File: config.mk
export PLATFORM = sky130hd
export DESIGN_NAME = rf_wb_arbiter_flat
export DESIGN_NICKNAME = d
export VERILOG_FILES = /design/src/rtl/rf_wb_arbiter_if.sv /design/src/rtl/rf_wb_arbiter.sv /design/src/flat_wrapper.sv
export SDC_FILE = /design/constraint.sdc
export NUM_CORES = 1
export LEC_CHECK = 0
export ABC_AREA = 1
export CORE_UTILIZATION = 44
export CTS_BUF_LIST = sky130_fd_sc_hd__clkbuf_8
export DETAILED_ROUTE_END_ITERATION = 10
export GPL_TIMING_DRIVEN = 1
export PLACE_DENSITY = 0.95
export SYNTH_ARGS = -nofsm -noshare
export SYNTH_HDL_FRONTEND = slang
export SYNTH_SLANG_ARGS = --single-unit
File: constraint.sdc
create_clock -name clk -period 4.01 [get_ports clk]
set_input_delay 0.401 -clock clk [delete_from_list [all_inputs] [get_ports clk]]
set_output_delay 0.401 -clock clk [all_outputs]
set_load 0.03 [all_outputs]
File: src/rtl/rf_wb_arbiter_if.sv
// ============================================================================
// Module   : rf_wb_arbiter_if
// Purpose  : Writeback request / register-file write bundle for rf_wb_arbiter.
//            Forwarding signals exist only when RF_WB_FWD_EN is defined.
// Revision : 1.0 - initial release
// ============================================================================
`default_nettype none

interface rf_wb_arbiter_if #(
  parameter int NREQ = 3,
  parameter int AW   = 5,
  parameter int DW   = 32,
  parameter int CW   = 16
);
  localparam int IDW = $clog2(NREQ);

  logic [NREQ-1:0]    req_valid;
  logic [NREQ-1:0]    req_ready;
  logic [NREQ*AW-1:0] req_waddr;
  logic [NREQ*DW-1:0] req_wdata;
  logic               hold;
  logic               rf_we;
  logic [AW-1:0]      rf_waddr;
  logic [DW-1:0]      rf_wdata;
  logic [IDW-1:0]     grant_id;
  logic [CW-1:0]      commit_cnt;
`ifdef RF_WB_FWD_EN
  logic [AW-1:0]      fwd_raddr;
  logic               fwd_hit;
  logic [DW-1:0]      fwd_data;
  logic               fwd_pending;

  modport master (
    output req_valid, req_waddr, req_wdata, hold, fwd_raddr,
    input  req_ready, rf_we, rf_waddr, rf_wdata, grant_id, commit_cnt,
           fwd_hit, fwd_data, fwd_pending
  );
  modport slave (
    input  req_valid, req_waddr, req_wdata, hold, fwd_raddr,
    output req_ready, rf_we, rf_waddr, rf_wdata, grant_id, commit_cnt,
           fwd_hit, fwd_data, fwd_pending
  );
`else
  modport master (
    output req_valid, req_waddr, req_wdata, hold,
    input  req_ready, rf_we, rf_waddr, rf_wdata, grant_id, commit_cnt
  );
  modport slave (
    input  req_valid, req_waddr, req_wdata, hold,
    output req_ready, rf_we, rf_waddr, rf_wdata, grant_id, commit_cnt
  );
`endif
endinterface

`default_nettype wire

File: src/rtl/rf_wb_arbiter.sv
// ============================================================================
// Module   : rf_wb_arbiter
// Purpose  : Round-robin arbiter sharing one register-file write port among
//            NREQ writeback sources; optional forwarding via RF_WB_FWD_EN.
// Revision : 1.0 - initial release
// ============================================================================
`default_nettype none

module rf_wb_arbiter #(
  parameter int NREQ = 3,
  parameter int AW   = 5,
  parameter int DW   = 32,
  parameter int CW   = 16
) (
  input  logic          clk,
  input  logic          rst,
  rf_wb_arbiter_if.slave bus
);

  localparam int IDW = $clog2(NREQ);
  localparam int SW  = IDW + 1;

  logic [IDW-1:0] rr_ptr_q,     rr_ptr_d;
  logic           rf_we_q,      rf_we_d;
  logic [AW-1:0]  rf_waddr_q,   rf_waddr_d;
  logic [DW-1:0]  rf_wdata_q,   rf_wdata_d;
  logic [IDW-1:0] grant_id_q,   grant_id_d;
  logic [CW-1:0]  commit_cnt_q, commit_cnt_d;

  logic           win_found;
  logic [IDW-1:0] win_idx;
  logic [SW-1:0]  idx_sum;
  logic           accept;
  logic [AW-1:0]  sel_waddr;
  logic [DW-1:0]  sel_wdata;

  // Cyclic search starting at rr_ptr; the extra sum bit absorbs the wrap.
  always_comb begin
    win_found = 1'b0;
    win_idx   = '0;
    idx_sum   = '0;
    for (int k = 0; k < NREQ; k++) begin
      idx_sum = {1'b0, rr_ptr_q} + SW'(k);
      if (idx_sum >= SW'(NREQ)) begin
        idx_sum = idx_sum - SW'(NREQ);
      end
      if (!win_found && bus.req_valid[idx_sum[IDW-1:0]]) begin
        win_found = 1'b1;
        win_idx   = idx_sum[IDW-1:0];
      end
    end
  end

  assign accept        = win_found && !bus.hold;
  assign bus.req_ready = accept ? (NREQ'(1) << win_idx) : '0;

  always_comb begin
    sel_waddr = '0;
    sel_wdata = '0;
    for (int i = 0; i < NREQ; i++) begin
      if (win_idx == IDW'(i)) begin
        sel_waddr = bus.req_waddr[i*AW +: AW];
        sel_wdata = bus.req_wdata[i*DW +: DW];
      end
    end
  end

  // $0 writes still consume a grant and advance the pointer, but never reach the file.
  always_comb begin
    rr_ptr_d     = rr_ptr_q;
    rf_we_d      = 1'b0;
    rf_waddr_d   = rf_waddr_q;
    rf_wdata_d   = rf_wdata_q;
    grant_id_d   = grant_id_q;
    commit_cnt_d = commit_cnt_q;
    if (accept) begin
      rr_ptr_d   = (win_idx == IDW'(NREQ - 1)) ? '0 : win_idx + IDW'(1);
      grant_id_d = win_idx;
      rf_waddr_d = sel_waddr;
      rf_wdata_d = sel_wdata;
      if (sel_waddr != '0) begin
        rf_we_d      = 1'b1;
        commit_cnt_d = commit_cnt_q + CW'(1);
      end
    end
  end

  always_ff @(posedge clk or posedge rst) begin
    if (rst) begin
      rr_ptr_q     <= '0;
      rf_we_q      <= 1'b0;
      rf_waddr_q   <= '0;
      rf_wdata_q   <= '0;
      grant_id_q   <= '0;
      commit_cnt_q <= '0;
    end else begin
      rr_ptr_q     <= rr_ptr_d;
      rf_we_q      <= rf_we_d;
      rf_waddr_q   <= rf_waddr_d;
      rf_wdata_q   <= rf_wdata_d;
      grant_id_q   <= grant_id_d;
      commit_cnt_q <= commit_cnt_d;
    end
  end

  assign bus.rf_we      = rf_we_q;
  assign bus.rf_waddr   = rf_waddr_q;
  assign bus.rf_wdata   = rf_wdata_q;
  assign bus.grant_id   = grant_id_q;
  assign bus.commit_cnt = commit_cnt_q;

`ifdef RF_WB_FWD_EN
  logic [NREQ-1:0] pend_match;

  generate
    for (genvar g = 0; g < NREQ; g++) begin : g_fwd_pend
      assign pend_match[g] = bus.req_valid[g] &&
                             (bus.req_waddr[g*AW +: AW] == bus.fwd_raddr);
    end
  endgenerate

  assign bus.fwd_hit     = rf_we_q && (rf_waddr_q == bus.fwd_raddr) && (bus.fwd_raddr != '0);
  assign bus.fwd_data    = bus.fwd_hit ? rf_wdata_q : '0;
  assign bus.fwd_pending = (|pend_match) && (bus.fwd_raddr != '0);
`endif

endmodule

`default_nettype wire

File: src/flat_wrapper.sv
// flat-port wrapper written by rule: the top's interface ports become plain ports
module rf_wb_arbiter_flat 
#(
  parameter int NREQ = 3,
  parameter int AW   = 5,
  parameter int DW   = 32,
  parameter int CW   = 16
)
  (clk, rst, bus_req_valid, bus_req_waddr, bus_req_wdata, bus_hold, bus_req_ready, bus_rf_we, bus_rf_waddr, bus_rf_wdata, bus_grant_id, bus_commit_cnt);
  rf_wb_arbiter_if #(.NREQ(NREQ), .AW(AW), .DW(DW), .CW(CW)) bus_i ();
  input  logic clk;
  input  logic rst;
  input wire logic [$bits(bus_i.req_valid)-1:0] bus_req_valid;
  input wire logic [$bits(bus_i.req_waddr)-1:0] bus_req_waddr;
  input wire logic [$bits(bus_i.req_wdata)-1:0] bus_req_wdata;
  input wire logic [$bits(bus_i.hold)-1:0] bus_hold;
  output wire logic [$bits(bus_i.req_ready)-1:0] bus_req_ready;
  output wire logic [$bits(bus_i.rf_we)-1:0] bus_rf_we;
  output wire logic [$bits(bus_i.rf_waddr)-1:0] bus_rf_waddr;
  output wire logic [$bits(bus_i.rf_wdata)-1:0] bus_rf_wdata;
  output wire logic [$bits(bus_i.grant_id)-1:0] bus_grant_id;
  output wire logic [$bits(bus_i.commit_cnt)-1:0] bus_commit_cnt;
  assign bus_i.req_valid = bus_req_valid;
  assign bus_i.req_waddr = bus_req_waddr;
  assign bus_i.req_wdata = bus_req_wdata;
  assign bus_i.hold = bus_hold;
  assign bus_req_ready = bus_i.req_ready;
  assign bus_rf_we = bus_i.rf_we;
  assign bus_rf_waddr = bus_i.rf_waddr;
  assign bus_rf_wdata = bus_i.rf_wdata;
  assign bus_grant_id = bus_i.grant_id;
  assign bus_commit_cnt = bus_i.commit_cnt;
  rf_wb_arbiter #(.NREQ(NREQ), .AW(AW), .DW(DW), .CW(CW)) u_core (.clk(clk), .rst(rst), .bus(bus_i));
endmodule
# --- Word-level counts from Yosys, hierarchy flattened ---
# Cells that the tools add are included.
word_totals:
  register_bits: 58
  latch_bits: 0
  ram_bits: 0
  mem_bits_ro: 0
  wordCells: 56
  mem_count: 0
op_classes:
  add_sub_neg: 7
  n_mul: 0
  div_mod_pow: 0
  n_lt_le_gt_ge: 6
  n_eq_ne: 2
  shift: 1
  n_mux: 25
  n_bitwise: 0
  n_reduce_logical: 9
op_table:
  columns: ["operator", "n"]
  rows:
  - ["$mux W32", 3]
  - ["$add A16 B1 Y16 const B", 1]
  - ["$mux W5", 3]
  - ["$mux W2", 7]
  - ["$lt A2 B3 Y1 const B", 3]
  - ["$mux W1", 8]
  - ["$bmux W1 S2", 3]
  - ["$ge A3 B2 Y1 const B", 2]
  - ["$sub A2 B2 Y2 const B", 3]
  - ["$reduce_bool A5 Y1", 1]
  - ["$add A2 B1 Y3 const B", 1]
  - ["$add A2 B2 Y3 const B", 1]
  - ["$logic_and A1 B1 Y1", 3]
  - ["$logic_not A1 Y1", 3]
  - ["$mux W3", 1]
  - ["$shl A1 B2 Y3 const A", 1]
  - ["$add A2 B1 Y2 const B", 1]
  - ["$eq A2 B1 Y1 const B", 1]
  - ["$eq A2 B2 Y1 const B", 1]
  - ["$ge A2 B2 Y1 const B", 1]
  - ["$logic_not A2 Y1", 1]
  - ["$reduce_and A2 Y1", 1]

# --- Logic depth before layout (Yosys ltp) ---
# Gate-level depths: netlist of the first run.
depth:
  depth_word: 18
  mapped_depth: 19

# --- Least setup slack after synthesis of the first run ---
# Ideal clock, no wire load.
synth_path:
  kind: "reg-to-output"
  startpoint: "reg u_core.rr_ptr_q[0]"
  endpoint: "out bus_req_ready[0]"
  arrival_time_ns: 2.311
  required_time_ns: 3.609
  setup_slack_ns: 1.298
  stages_incl_launch_ff: 13
  cell_sequence: "dfrtp_1 inv_1 ha_1 inv_1 nand2_1 nand2_2 nand3_1 nand2_1 nand2_1 nand2_1 buf_4 clkbuf_1 nor3_1"
synth_between:
  elab_chain_len: 13
synth_lines:
  columns: ["item", "line", "rtl"]
  rows:
  - ["from (decl)", "rf_wb_arbiter.sv:23", "logic [IDW-1:0] rr_ptr_q, rr_ptr_d;"]
  - ["from (signal assigned)", "rf_wb_arbiter.sv:97", "rr_ptr_q <= rr_ptr_d;"]
  - ["branches (longest 12 deep; another with $add A2 B1 Y3)", null, null]
  - ["$mux W3 (*)", "rf_wb_arbiter.sv:55", "assign bus.req_ready = accept ? (NREQ'(1) << win_idx) : '0;"]
  - ["to (decl)", "flat_wrapper.sv:17", "output wire logic [$bits(bus_i.req_ready)-1:0] bus_req_ready;"]
# Every way passes the cells marked *. The select of a mux whose other input is x is not followed.

# --- Worst setup path after layout of the first run ---
layout_path:
  startpoint: "reg u_core.rr_ptr_q[0]"
  endpoint: "out bus_req_ready[1]"
# Same word-level chain as after synthesis.

==> results of run 1 <==
## kinds of logic after synthesis
logic type | count (synthesis) | share of synthesized area
simple gates | 215 | 0.272
compound gates | 98 | 0.171
flops | 58 | 0.432
buf+inv | 56 | 0.0696
xor+xnor | 14 | 0.0365
fa+ha+maj | 5 | 0.0186
## cell usage after synthesis (all sizes together)
cell type    n
ha           5
xor2         8
a22oi       23
nand2      125
dfrtp       58
buf         11
nor2        34
clkbuf      12
or2          2
inv         33
nand3b       2
nand4        6
o21ai       17
a21oi       56
nand3       37
o21bai       2
nor4         2
xnor2        6
nor3         7
## flip-flops by register name (all words and copies together), names as in the netlist
register,cells
u_core.bus.rf_we,1
u_core.rr_ptr_q,2
u_core.bus.grant_id,2
u_core.bus.commit_cnt,16
u_core.bus.rf_waddr,5
u_core.bus.rf_wdata,32
## through the flow
step | utilization | hold WS [ns] | cell area (µm²) | total power [mW]
global route | 0.732 | 0.516 | 5370 | 4.94
global placement | 0.705 | 0.461 | 5170 | 3.94
CTS | 0.732 | 0.487 | 5370 | 4.59
floorplan | - | 0.575 | 3360 | 3.04
detailed placement | 0.705 | 0.472 | 5170 | 4.05
finish | 0.732 | 0.484 | 5370 | 4.58
## path summary, 6_finish.rpt
| kind | depth (start not counted) | slack, ns | startpoint | end |
|---|---|---|---|---|
| max | 10 | 0.44 | u_core.rr_ptr_q[0]$_DFFE_PP0P_ | bus_req_ready[1] |
| min | 2 | 0.48 | u_core.bus.rf_wdata[26]$_DFFE_PP0P_ | u_core.bus.rf_wdata[26]$_DFFE_PP0P_ |
| max reg2reg | 16 | 0.93 | u_core.rr_ptr_q[0]$_DFFE_PP0P_ | u_core.bus.commit_cnt[14]$_DFFE_PP0P_ |
| min reg2reg | 2 | 0.48 | u_core.bus.rf_wdata[26]$_DFFE_PP0P_ | u_core.bus.rf_wdata[26]$_DFFE_PP0P_ |
| max in group asynchronous | 3 | 2.69 | rst | u_core.bus.commit_cnt[4]$_DFFE_PP0P_ |
| min in group asynchronous | 2 | 0.55 | rst | u_core.bus.commit_cnt[12]$_DFFE_PP0P_ |
## tightest hold or removal path, cell delays in order, from the launching register on
cell     delay, ns
dfrtp_1       0.34
nand2_1       0.05
o21ai_0       0.06
## final cells by class
type	count	area [µm²]	share of cell area
multi-input combinational	332	1680	0.313
timing repair buffer	180	1790	0.333
clock buffer	11	151	0.0282
sequential	58	1450	0.270
clock inverter	5	46.3	0.00862
tap	99	124	0.0231
inverter	33	124	0.0231
## per-layer routing
metal / GRT usage / part of all wire / wire length [µm]
met4: 0.120 / 0.024 / 266
met2: 0.507 / 0.51 / 5520
met3: 0.0766 / 0.068 / 739
met5: 0 / 0 / 0
met1: 0.324 / 0.40 / 4340
## power groups by stage
stage	registers (mW)	clock network, mW	logic, mW
after global routing	1.01	0.566	3.36
after detailed placement	0.989	0	3.06
after global placement	0.974	0	2.97
after CTS	0.980	0.537	3.08
after floorplan	1.40	0	1.64
final	0.980	0.525	3.08
==> metrics, run 1 <==
Tmin final=3.57 ns; Sink Count=58; Final setup viols=0; via count=3768; Combinational Power Share=0.672; kind of critical path=reg -> out; global-route wire length before repair=17200 µm; area grow syn2layout=59.7%; Seq/Total Area, Yosys=0.432; die extent in x=89.4 µm; fin cells=718; max_cap viols=0; drt wl/cell=15.1 µm; Worst Max-Slew Pin Slew=0.778 ns; DIE AREA=0.00799 mm²; Setup Skew=0.00623 ns; CP required=3.61 ns; GR Overflow Total=0; DPL Wire Length=8310 µm; Synth Instances=446; port bufs=175; Slew Viols, Final=0; Inst Count DP=702; Clock Power Share=0.115; most common cell after layout, fill and taps aside=clkdlybuf4s50_1; setup TNS after final layout=0 ns; critical path, cell by cell=inv_1, ha_1, inv_1, nand3_1, nand2_1, nand4_1, nand2_1, inv_1, nor2_1, clkdlybuf4s50_1; CTS resizes=0; number of remaining DRC errors=0; Root Driver=clkbuf_8; Post-CTS Setup Bufs=0; worst-path fanout max=10; vias in the first global route=3725; ANT cells=0; f_max=280 MHz; Fin. Hold Viols=0; Ports=176; Worst-path clk slew=0.06 ns; dpl ws=0.803 ns; RSZ-0062 raised after global routing=no; status=complete, no violations; antenna violations before repair=0; fin crit share=0.890; first drt pass iteration count=5; hold buffers post-CTS=0; Synthesis Warnings=0; Cell Pwr Density=854 mW/mm²; htree depth=3; via/cell ratio=5.25; share of layout cells above drive strength 1=0.0501; Cell Area, Synth=0.00336 mm²; placeable core area=0.00733 mm²; leakage=2.42 nW; Buf/Inv on CP=4; antenna-violating nets left=0; P_int=2.25 mW; Worst path most repeated cell=inv_1; Yosys top cell by area=dfrtp_1; worst min path class=reg -> reg; Starting Density=0.459; Sw Pwr=2.33 mW; Rel. slew slack=0.481; Fill cells=549; gr usage total=0.285; maximum vdd drop=0.448 mV; syn_nets=568; Startpoint Class=register; Critical Path End Type=output pin; Seq pwr share=0.214; Yosys reg bits=58; top cells by area, synth=dfrtp_1, nand2_1, a21oi_1; CTS Buf Count=9; most used cells in the layout excluding fill and tap cells=clkdlybuf4s50_1, nand2_1, dfrtp_1; CTS Buffer Depth=2; CP top delay family=buffers and inverters; worst-skew pair later-pin latency=0.32 ns; Placement Rows=31; syn avg cell area=7.54 µm²; height of the chip=89.4 µm; critical path's slowest cell=clkdlybuf4s50_1; CP max stage delay=0.69 ns; worst setup margin=0.441 ns; Synth top area share=0.432; NumNets Final=736; critical path arrival=3.17 ns; Cell variety after synth=30; Sw Ratio=0.509; 1st-iter DRT viols=252; CTS tree=done; largest net degree at the start of global routing=51; final WL=10900 µm; routability cong.=0.952
Power figures use the tool's default switching activity.
==> run 2: changes to the inputs <==
CORE_UTILIZATION = 61   (was 44)
DONT_BUFFER_PORTS = 1   (was default)
PLACE_DENSITY = 0.85   (was 0.95)
SLEW_MARGIN = 20   (was default)
==> run 2 against run 1 <==
Net effect: global-route usage increased by 2.4 points; clock skew increased by 0.0020 ns; critical path depth increased by 1; design area decreased by 34%; via count decreased by 19%; count of clock-buffer cells in the layout decreased by 1; non-clock buffer count decreased by 176; first-iteration DRC count decreased by 15%; maximum frequency increased by 6.8%; critical endpoint unchanged; largest power group unchanged.
==> metrics, run 2 (synthesis gave the netlist of run 1 again) <==
NumNets Final=560 (was 736); most common cell after layout, fill and taps aside=nand2_1 (was clkdlybuf4s50_1); antenna-violating nets left=0 (unchanged); max FFs per register=32 (unchanged); gr usage total=0.310 (was 0.285); Sink Count=58 (unchanged); Tmin final=3.34 ns (was 3.57 ns); kind of critical path=reg -> out (unchanged); critical path, cell by cell=inv_1, ha_1, inv_1, nand2_1, nand2_2, a21oi_4, nand4_1, nand2_1, buf_4, inv_1, nor2_1 (was inv_1, ha_1, inv_1, nand3_1, nand2_1, nand4_1, nand2_1, inv_1, nor2_1, clkdlybuf4s50_1); Rel. slew slack=0.284 (was 0.481); CTS resizes=0 (unchanged); fin cells=513 (was 718); worst min path class=in -> async (was reg -> reg); Root Driver=clkbuf_8 (unchanged); CTS tree=done (unchanged); final WL=8580 µm (was 10900 µm); gr busiest metal=met2 (unchanged); post-layout util=0.682 (was 0.732); status=complete, no violations (unchanged); worst-path fanout max=36 (was 10); Post-CTS Setup Bufs=0 (unchanged); height of the chip=76.2 µm (was 89.4 µm); CP max stage delay=0.51 ns (was 0.69 ns); via count=3052 (was 3768); worst-skew pair later-pin latency=0.33 ns (was 0.32 ns); critical path arrival=2.94 ns (was 3.17 ns); Critical Path End Type=output pin (unchanged); Cell Pwr Density=1100 mW/mm² (was 854 mW/mm²); max_cap viols=0 (unchanged); htree depth=3 (unchanged); drt wl/cell=16.7 µm (was 15.1 µm); Placement Rows=26 (was 31); port bufs=0 (was 175); hold buffers post-CTS=0 (unchanged); met3 usage=0.0611 (was 0.0766); Starting Density=0.646 (was 0.459); first drt pass iteration count=6 (was 5); largest net degree at the start of global routing=59 (was 51); Slew Viols, Final=0 (unchanged); Fill cells=454 (was 549); met1 Track Usage GR=0.378 (was 0.324); CP required=3.61 ns (about the same); routing usage on met2=0.514 (was 0.507); RSZ-0062 raised after global routing=no (unchanged); area grow syn2layout=5.62% (was 59.7%); ANT cells=0 (unchanged); DIE AREA=0.00581 mm² (was 0.00799 mm²); Worst-path clk slew=0.06 ns (about the same); placeable core area=0.00520 mm² (was 0.00733 mm²); CTS Buffer Depth=2 (unchanged); antenna violations before repair=0 (unchanged); most used cells in the layout excluding fill and tap cells=nand2_1, dfrtp_1, a21oi_1 (was clkdlybuf4s50_1, nand2_1, dfrtp_1); 1st-iter DRT viols=215 (was 252); maximum vdd drop=0.883 mV (was 0.448 mV); die extent in x=76.2 µm (was 89.4 µm); number of remaining DRC errors=0 (unchanged); share of layout cells above drive strength 1=0.0722 (was 0.0501); Worst Max-Slew Pin Slew=1.07 ns (was 0.778 ns); DPL Wire Length=6140 µm (was 8310 µm); leakage=1.71 nW (was 2.42 nW); Final setup viols=0 (unchanged); via/cell ratio=5.95 (was 5.25); Setup Skew=0.00818 ns (was 0.00623 ns); Fin. Hold Viols=0 (unchanged); routability cong.=0.886 (was 0.952); Inst Count DP=497 (was 702); critical path's slowest cell=nor2_1 (was clkdlybuf4s50_1); Worst path most repeated cell=inv_1 (unchanged); Ports=176 (unchanged); Startpoint Class=register (unchanged); vias in the first global route=3000 (was 3725); global-route wire length before repair=14400 µm (was 17200 µm); CTS Buf Count=9 (unchanged); GR Overflow Total=0 (unchanged); f_max=299 MHz (was 280 MHz); setup TNS after final layout=0 ns (unchanged); fin crit share=0.834 (was 0.890)
## run 2: cell count changes in the layout (fill, tap and decap cells not counted)
cell             before  now
inv_1                32   30
clkdlybuf4s50_1     175    0
nor2_4                0    1
clkinvlp_4            0    2
nor2_2                1    0
clkbuf_8             11   10
bufinv_16             1    0
clkinv_2              1    3
buf_4                 5    4
## run 2: worst max-delay path: cells and delay by family (launching register included)
kind,cells,cell delay (ns)
and+or+nand+nor,5,1.01
buffers and inverters,4,0.67
adders and majority gates,1,0.38
DFF,1,0.37
AOI/OAI and AO/OA,1,0.18
## run 2: final cells by class
cell class / count / area [µm²] / share of cell area
multi-input combinational: 332 / 1690 / 0.475
timing repair buffer: 4 / 30.0 / 0.00846
inverter: 33 / 124 / 0.0349
clock buffer: 10 / 138 / 0.0388
clock inverter: 6 / 33.8 / 0.00951
tap: 70 / 87.6 / 0.0247
sequential: 58 / 1450 / 0.409
## run 2: final timing paths
path                                           startpoint                               endpoint  slack (ns)  cells past startpoint
max                        u_core.rr_ptr_q[0]$_DFFE_PP0P_                       bus_req_ready[1]        0.67                     11
min                                                   rst  u_core.bus.commit_cnt[12]$_DFFE_PP0P_        0.14                      2
max reg2reg                u_core.rr_ptr_q[0]$_DFFE_PP0P_   u_core.bus.commit_cnt[6]$_DFFE_PP0P_        0.94                     17
min reg2reg                u_core.rr_ptr_q[0]$_DFFE_PP0P_         u_core.rr_ptr_q[0]$_DFFE_PP0P_        0.63                      2
max in group asynchronous                             rst   u_core.bus.commit_cnt[0]$_DFFE_PP0P_        3.37                      2
min in group clk                        bus_req_wdata[84]    u_core.bus.rf_wdata[20]$_DFFE_PP0P_        0.25                      2
## run 2: layer usage
layer  vias to the layer above  wire (µm)
met2                       160       4380
li1                       1459          -
met3                        20        607
met1                      1413       3390
met5                         -          0
met4                         0        208
## run 2: power breakdown
part           internal [mW]  leakage [nW]  switching (mW)
clock network          0.235        0.0892           0.230
registers              0.825         0.712           0.641
logic                  0.615         0.913            1.35
## run 2: metrics by stage
| stage | setup WS (ns) | hold WS [ns] | cell area (µm²) | total power [mW] |
|---|---|---|---|---|
| 2_1_floorplan | 1.30 | 0.575 | 3360 | 3.04 |
| 3_3_place_gp | 1.18 | 0.529 | 3370 | 3.32 |
| 3_5_place_dp | 1.04 | 0.535 | 3370 | 3.40 |
| 4_1_cts | 0.731 | 0.179 | 3550 | 3.87 |
| 5_1_grt | 0.487 | 0.208 | 3550 | 4.20 |
| 6_report | 0.667 | 0.138 | 3550 | 3.90 |
==> run 3: changes to the inputs <==
clock period = 3.2 ns   (was 4.01 ns; I/O delays follow)
==> run 3 against run 2 <==
Net effect: sequential share of layout area down 0.75 points; global-route usage up 0.27 points; total power up 29%; first-iteration DRC count down 1.9%; count of clock-buffer cells in the layout up 2; sequential cell count unchanged; worst hold slack worse by 0.13 ns; worst setup slack worse by 0.49 ns; clock skew up 0.0029 ns; design area up 1.9%; non-clock buffer count up 2.
==> metrics, run 3 (synthesis gave the netlist of run 1 again) <==
status=complete, no violations (unchanged); area grow syn2layout=7.59% (was 5.62%); RSZ-0062 raised after global routing=yes (was no); critical path arrival=2.71 ns (was 2.94 ns); DIE AREA=0.00581 mm² (unchanged); Startpoint Class=register (unchanged); port bufs=0 (unchanged); largest net degree at the start of global routing=52 (was 59); worst-skew pair later-pin latency=0.33 ns (about the same); ANT cells=0 (unchanged); Root Driver=clkbuf_8 (unchanged); via/cell ratio=6.03 (was 5.95); most used cells in the layout excluding fill and tap cells=nand2_1, dfrtp_1, a21oi_1 (unchanged); DPL Wire Length=6270 µm (was 6140 µm); worst setup margin=0.173 ns (was 0.667 ns); Rel. slew slack=0.306 (was 0.284); f_max=330 MHz; post-layout util=0.695 (was 0.682); vias in the first global route=3061 (was 3000); Final setup viols=0 (unchanged); worst min path class=in -> async (unchanged); placeable core area=0.00520 mm² (unchanged); Tmin final=3.03 ns; Setup Skew=0.0111 ns (was 0.00818 ns); share of layout cells above drive strength 1=0.0766 (was 0.0722); CTS tree=done (unchanged); kind of critical path=reg -> out (unchanged); max FFs per register=32 (unchanged); Critical R2R Capture=u_core.bus.commit_cnt[15]$_DFFE_PP0P_ (was u_core.bus.commit_cnt[6]$_DFFE_PP0P_); Sink Count=58 (unchanged); CP top delay family=simple AND/OR/NAND/NOR gates (unchanged); antenna violations before repair=0 (unchanged); Critical Path End Type=output pin (unchanged); CP required=2.88 ns (was 3.61 ns); antenna-violating nets left=0 (unchanged); number of remaining DRC errors=0 (unchanged); maximum vdd drop=0.889 mV (was 0.883 mV); height of the chip=76.2 µm (unchanged); Slew Viols, Final=0 (unchanged); max_cap viols=0 (unchanged); GR Overflow Total=0 (unchanged); critical path, cell by cell=inv_1, ha_1, nor2_1, o21ai_1, nand2_2, nor3_1 (was inv_1, ha_1, inv_1, nand2_1, nand2_2, a21oi_4, nand4_1, nand2_1, buf_4, inv_1, nor2_1); Worst path depth=6 (was 11); Worst Max-Slew Pin Slew=1.03 ns (was 1.07 ns); most common cell after layout, fill and taps aside=nand2_1 (unchanged); DP Area=0.00338 mm² (was 0.00337 mm²); final WL=8630 µm (was 8580 µm); die extent in x=76.2 µm (unchanged); via count=3099 (was 3052); Buf/Inv on CP=1 (was 4); routability cong.=0.912 (was 0.886); htree depth=3 (unchanged); drt wl/cell=16.8 µm (was 16.7 µm); R2R depth=18 (was 17); final non-filler cell area=0.00362 mm² (was 0.00355 mm²); critical path's slowest cell=nor3_1 (was nor2_1); NumNets Final=562 (was 560); worst-path fanout max=7 (was 36); leakage=1.75 nW (was 1.71 nW); Worst-path clk slew=0.06 ns (about the same); Ports=176 (unchanged); dpl ws=0.212 ns (was 1.04 ns); R2R Path Start=u_core.rr_ptr_q[0]$_DFFE_PP0P_ (unchanged); CP max stage delay=0.87 ns (was 0.51 ns); 1st-iter DRT viols=211 (was 215); gr usage total=0.312 (was 0.310); Starting Density=0.646 (unchanged); Placement Rows=26 (unchanged); fin crit share=0.946; global-route wire length before repair=14300 µm (was 14400 µm); first drt pass iteration count=5 (was 6); CTS Buf Count=9 (unchanged); Fin. Hold Viols=0 (unchanged); Cell Pwr Density=1390 mW/mm² (was 1100 mW/mm²); CTS Buffer Depth=2 (unchanged); Worst R2R Setup Slack=0.23 ns (was 0.94 ns)
-- run 3: worst max path at each step --
stage,start,to
floorplan,u_core.rr_ptr_q[0]$_DFFE_PP0P_,bus_req_ready[0]
global placement,u_core.rr_ptr_q[0]$_DFFE_PP0P_,u_core.bus.commit_cnt[13]$_DFFE_PP0P_
detailed placement,u_core.rr_ptr_q[0]$_DFFE_PP0P_,u_core.bus.commit_cnt[5]$_DFFE_PP0P_
CTS,u_core.rr_ptr_q[0]$_DFFE_PP0P_,bus_req_ready[1]
global route,u_core.rr_ptr_q[1]$_DFFE_PP0P_,bus_req_ready[0]
finish,u_core.rr_ptr_q[0]$_DFFE_PP0P_,bus_req_ready[0]
-- run 3: worst register-to-register path: stages (launching register included) --
cell and delay (ns):
dfrtp_1 0.37, inv_1 0.09, ha_1 0.38, inv_1 0.08
nand2_1 0.07, nand2_2 0.07, a21oi_4 0.18, nand4_1 0.16
nand2_1 0.19, buf_6 0.28, inv_1 0.14, nand2_1 0.09
nand2_1 0.05, nand2_1 0.09, inv_1 0.05, nor2_1 0.19
nand2_4 0.17, nand3_1 0.13, nand2_1 0.07
-- run 3: per-stage QoR --
step / hold slack [ns] / total power, mW / instances / TNS, ns
6_report: 0.00865 / 5.03 / 514 / 0
3_3_place_gp: 0.374 / 4.17 / 498 / 0
2_1_floorplan: 0.494 / 3.81 / 446 / 0
5_1_grt: 0.0628 / 5.45 / 514 / -0.0285
4_1_cts: 0.0259 / 4.96 / 513 / 0
3_5_place_dp: 0.382 / 4.27 / 498 / 0
-- run 3: metal layers --
metal / part of all wire / track usage / routed length (µm)
met1: 0.39 / 0.370 / 3400
met2: 0.50 / 0.536 / 4360
met3: 0.070 / 0.0635 / 604
met4: 0.031 / 0.162 / 267
met5: 0 / 0 / 0
-- run 3: area by class of cell --
class / instances / area [µm²]
clock buffer: 12 / 165
clock inverter: 3 / 38.8
fill: 454 / 1590
inverter: 33 / 124
multi-input combinational: 332 / 1690
sequential: 58 / 1450
tap: 70 / 87.6
timing repair buffer: 6 / 61.3
-- run 3: power by group --
part,switching [mW],leakage (nW),internal [mW]
sequential,0.802,0.712,1.03
combinational,1.69,0.929,0.819
clock,0.269,0.110,0.415
-- run 3: timing repair --
item,in CTS,in global routing
resized for setup,0,2
setup endpoints to repair,0,20
buffers inserted,0,1
endpoints found under the hold margin,0,0
hold buffers,0,0
